### src/rtl/uart_rx_core.sv
// Receive half of the memory-mapped UART: recovers 8N1 frames from rx_serial
// and holds one byte with valid/error status until the bus acknowledges it.
module uart_rx_core #(
    parameter int DATA_BITS   = 8,
    parameter int SYNC_STAGES = 2,
    parameter int MIN_DIVISOR = 4
) (
    input  logic                 clk,
    input  logic                 reset,
    input  logic [13:0]          baud_divisor,
    input  logic                 rx_serial,
    input  logic                 rd_ack,
    output logic [DATA_BITS-1:0] rx_data,
    output logic                 rx_valid,
    output logic                 frame_err,
    output logic                 overrun,
    output logic                 busy
);

    localparam int BIT_W = (DATA_BITS > 1) ? $clog2(DATA_BITS) : 1;

    typedef enum logic [2:0] {
        IDLE,
        START,
        DATA,
        STOP,
        BREAK
    } state_t;

    state_t                 state;
    state_t                 state_next;
    logic [SYNC_STAGES-1:0] sync_q;
    logic                   rxs;
    logic [13:0]            div_l;
    logic [13:0]            div_clamped;
    logic [13:0]            limit;
    logic [13:0]            baud_cnt;
    logic                   counting;
    logic                   tick;
    logic [BIT_W-1:0]       bit_cnt;
    logic [DATA_BITS-1:0]   shift_q;

    // NOTE: every clocked register uses non-blocking assignment so all flops
    // sample pre-edge values regardless of process evaluation order.
    always_ff @(posedge clk or posedge reset) begin
        if (reset) sync_q <= '1;
        else       sync_q <= {sync_q[SYNC_STAGES-2:0], rx_serial};
    end

    assign rxs         = sync_q[SYNC_STAGES-1];
    assign div_clamped = (baud_divisor < 14'(MIN_DIVISOR)) ? 14'(MIN_DIVISOR) : baud_divisor;
    assign limit       = (state == START) ? {1'b0, div_l[13:1]} : div_l;
    assign counting    = (state == START) || (state == DATA) || (state == STOP);
    assign tick        = counting && (baud_cnt == limit - 14'd1);
    assign busy        = (state != IDLE);

    always_ff @(posedge clk or posedge reset) begin
        if (reset) state <= IDLE;
        else       state <= state_next;
    end

    // NOTE: next state defaults to the current state before the case, so no
    // path leaves state_next unassigned and no latch is inferred.
    always_comb begin
        state_next = state;
        case (state)
            IDLE:  if (!rxs) state_next = START;
            START: if (tick) state_next = rxs ? IDLE : DATA;
            DATA:  if (tick && bit_cnt == BIT_W'(DATA_BITS - 1)) state_next = STOP;
            STOP:  if (tick) state_next = rxs ? IDLE : BREAK;
            BREAK: if (rxs) state_next = IDLE;
            default: state_next = IDLE;
        endcase
    end

    // Baud counter restarts on every state change so each phase times from its entry.
    always_ff @(posedge clk or posedge reset) begin
        if (reset) begin
            baud_cnt <= '0;
            div_l    <= '0;
            bit_cnt  <= '0;
            shift_q  <= '0;
        end else begin
            if (!counting || tick || state_next != state) baud_cnt <= '0;
            else                                          baud_cnt <= baud_cnt + 14'd1;

            if (state == IDLE && state_next == START) div_l <= div_clamped;

            if (state != DATA) bit_cnt <= '0;
            else if (tick)     bit_cnt <= bit_cnt + 1'b1;

            if (state == DATA && tick) shift_q <= {rxs, shift_q[DATA_BITS-1:1]};
        end
    end

    // A STOP tick takes priority over a coincident rd_ack: the new byte wins.
    always_ff @(posedge clk or posedge reset) begin
        if (reset) begin
            rx_data   <= '0;
            rx_valid  <= 1'b0;
            frame_err <= 1'b0;
            overrun   <= 1'b0;
        end else if (state == STOP && tick) begin
            rx_data   <= shift_q;
            rx_valid  <= 1'b1;
            frame_err <= ~rxs;
            overrun   <= rx_valid & ~rd_ack;
        end else if (rd_ack && rx_valid) begin
            rx_valid  <= 1'b0;
            frame_err <= 1'b0;
            overrun   <= 1'b0;
        end
    end

endmodule

### config.mk
export PLATFORM = sky130hd
export DESIGN_NAME = uart_rx_core
export DESIGN_NICKNAME = d
export VERILOG_FILES = /design/src/rtl/uart_rx_core.sv
export SDC_FILE = /design/constraint.sdc
export NUM_CORES = 1
export LEC_CHECK = 0
export CAP_MARGIN = 20
export CORE_MARGIN = 2
export CORE_UTILIZATION = 45
export DETAILED_ROUTE_END_ITERATION = 6
export HOLD_SLACK_MARGIN = 0.08
export PLACE_DENSITY = 0.65
export SLEW_MARGIN = 20
export SYNTH_ARGS = -nofsm -noshare
export SYNTH_HDL_FRONTEND = slang
export SYNTH_SLANG_ARGS = --single-unit
### constraint.sdc
create_clock -name clk -period 4.1 [get_ports clk]
set_input_delay 1.23 -clock clk [delete_from_list [all_inputs] [get_ports clk]]
set_output_delay 1.23 -clock clk [all_outputs]
set_load 0.01 [all_outputs]
==> impl_metrics.yaml, run 1 <==
clock_network:
  post-cts-setup-buffers: 0
  clockRootBuffer: "clkbuf_8"
  clk_latency_ps: 310
  post_cts_resized: 0
  clkSlewWorstSetupHoldPaths_ps: 100
  clock-sinks: 55
  cts_tree: "yes"
  cts.hold.buffers_added: 0
  h-tree-depth: 2
  cts_buffer_depth: 2
  cts_inserted_buffers: 5
timing:
  setup_violations: 0
  worst_pin_slew_ps: 739.4
  final.min_clock_period_ps: 3962
  rsz0062_at_grt: "true"
  fin_tns_setup_ps: 0
  fin_crit_sh_pct: 96.62
  fmax_mhz: 252.4
  fin_worst_skew_ps: 16.56
  finalMaxSlewViolations: 0
  slew-limit-headroom_pct: 50.53
  hold-worst-slack_ps: 362.3
  timing.final.ws_setup_ps: 138.4
  finalHoldViolations: 0
power_and_ir_drop:
  leakagePower_nw: 1.698
  power_mw: 1.316
  power.density_nw_per_um2: 357.5
  irDropWorstVdd_v: 0.0001935
die:
  die_h_um: 88.35
  core_um2: 6832
  die_width_um: 88.35
  rows: 30
  start_util_pct: 46.87
  dieArea_um2: 7806
  ios: 30
yosys:
  yosysTopAreaCellShare_pct: 41.42
  synth.avg_cell_area_um2: 9.944
  ys_warn_count: 0
  netlist_instances: 322
  synth_nets: 344
  synth_edf_count: 0
  ys_seq_area_share_pct: 43.06
  synth_area_leaders: "dfrtp_1 (41%), nand2_1 (5.7%), xor2_1 (4.4%), mux2_2 (3.5%), mux2_4 (3.3%)"
  ys_types: 64
  synth-main-ff-cell: "dfrtp_1"
  ys_ff_latch: 55
  synth_top_area_cell: "dfrtp_1"
  ys_async_sr_fraction_pct: 100.0
  synthesis.area_um2: 3202
outcome:
  status: "finished clean"
layout:
  final_cell_mix: "dfrtp_1 (53), nand2_1 (49), clkdlybuf4s50_1 (29)"
  area_growth_syn_to_layout_pct: 14.97
  fin_nets: 371
  drive_above_1_share_pct: 14.00
  fillers: 652
  layoutNonFillerInstCount: 446
  final_common_cell: "dfrtp_1"
  fin_util_pct: 53.88
  final_cell_area_um2: 3681
  diodes: 0
placement:
  place.detailed.hpwl_um: 5029
  dp_slack_ps: 150.2
  gp_congestion: 0.8466
  place_area_um2: 3570
  port_buffers: 29
  dp.cells: 438
drt:
  drtPass1Iterations: 5
  num_vias: 2433
  drc: 0
  wirelength_um: 6568
  drt_iter0_drc: 122
  wire_per_inst_um: 14.73
  viasPerCell: 5.455
  ant_nets: 0
global_routing:
  antenna_found_initial: 0
  grt_max_degree: 36
  grt-ovfl-total: 0
  grt.total_usage_pct: 18.32
  grt_pass1_wl_um: 11070
  first_global_vias: 2239
min_path:
  hp-class: "flop to flop"
critical_path:
  critPathCaptureType: "flop"
  required_ps: 4300
  start_kind: "flop"
  critical_path_class: "flop to flop"
  cp.arrival_ps: 4160
  critPathMaxFanout: 9
job:
  maxCapViolCount: 0
## flip-flops by register name (all words and copies together), names as in the netlist
name	count
baud_cnt	14
bit_cnt	3
div_l	14
frame_err	1
overrun	1
rx_data	8
rx_valid	1
shift_q	8
state	3
sync_q	2
## cell type report
| cell class | instances | area [µm²] | area share, % |
|---|---|---|---|
| Timing Repair Buffer | 37 | 350.3 | 9.517 |
| Sequential cell | 55 | 1379 | 37.46 |
| Inverter | 5 | 18.77 | 0.5099 |
| Multi-Input combinational cell | 245 | 1702 | 46.23 |
| Tap cell | 96 | 120.1 | 3.263 |
| Clock buffer | 6 | 72.57 | 1.971 |
| Clock inverter | 2 | 38.79 | 1.054 |
## synthesized netlist by cell type, drive strengths merged, types with 4 or more instances
library cell,number
a21oi,10
and3,6
buf,9
clkbuf,8
dfrtp,53
ha,4
inv,5
mux2,17
mux2i,10
nand2,49
nand3,16
nand4,5
nor2,23
nor2b,4
nor3,8
nor4,6
o21ai,11
or3,6
xnor2,9
xor2,16
## worst max-delay path, stage by stage, from the launching register on
cell and delay (ps):
dfrtp_1 480, nor3b_4 360, mux2i_1 330, ha_1 290, or3b_2 470, a211oi_2 280, nand2_1 120, o31ai_1 210
o21ai_0 190, nor3_2 310, nand4_2 390, mux2_4 420
## report_power, final
| group | switching (mW) | internal [mW] | leakage (nW) | total [mW] |
|---|---|---|---|---|
| combinational | 0.153 | 0.135 | 0.931 | 0.289 |
| sequential | 0.0750 | 0.590 | 0.711 | 0.665 |
| clock | 0.178 | 0.185 | 0.0558 | 0.363 |
## final timing paths
kind	start	end	slack [ps]	depth (start not counted)
min in group asynchronous	reset	shift_q[5]$_DFFE_PP0P_	1220	2
setup / recovery	state[1]$_DFF_PP0_	rx_data[7]$_DFFE_PP0P_	140	11
setup reg to reg	state[1]$_DFF_PP0_	rx_data[7]$_DFFE_PP0P_	140	11
hold reg to reg	sync_q[0]$_DFF_PP1_	sync_q[1]$_DFF_PP1_	360	0
hold / removal	sync_q[0]$_DFF_PP1_	sync_q[1]$_DFF_PP1_	360	0
max in group asynchronous	reset	baud_cnt[3]$_DFF_PP0_	2080	3
## cell families (layout without fill, tap and decap cells)
| kind of cell | Yosys count | in the layout | synth area share, % |
|---|---|---|---|
| fa+ha+maj | 4 | 4 | 1.563 |
| buf+inv | 22 | 50 | 3.791 |
| flops | 55 | 55 | 43.06 |
| compound gates | 50 | 50 | 12.11 |
| xor+xnor | 25 | 25 | 6.839 |
| simple gates | 139 | 139 | 22.70 |
| mux | 27 | 27 | 9.926 |
## routing by layer
| layer | vias up | wire [µm] | global-route usage (%) |
|---|---|---|---|
| met5 | - | 0 | 0 |
| met4 | 0 | 68 | 4.132 |
| met3 | 6 | 221 | 2.799 |
| met2 | 48 | 2986 | 28.98 |
| met1 | 1171 | 3291 | 26.72 |
| li1 | 1208 | - | - |
No activity file was read; power rests on OpenSTA's default activity.
==> inputs of run 2 (changes only) <==
--- a/config.mk
+++ b/config.mk
@@ -5,6 +5,7 @@
 export SDC_FILE = /design/constraint.sdc
 export NUM_CORES = 1
 export LEC_CHECK = 0
+export ABC_CLOCK_PERIOD_IN_PS = 4100
 export CAP_MARGIN = 20
 export CORE_MARGIN = 2
 export CORE_UTILIZATION = 45
==> results of run 2 <==
No change in the layout: final DEF, timing and power equal those of run 1.
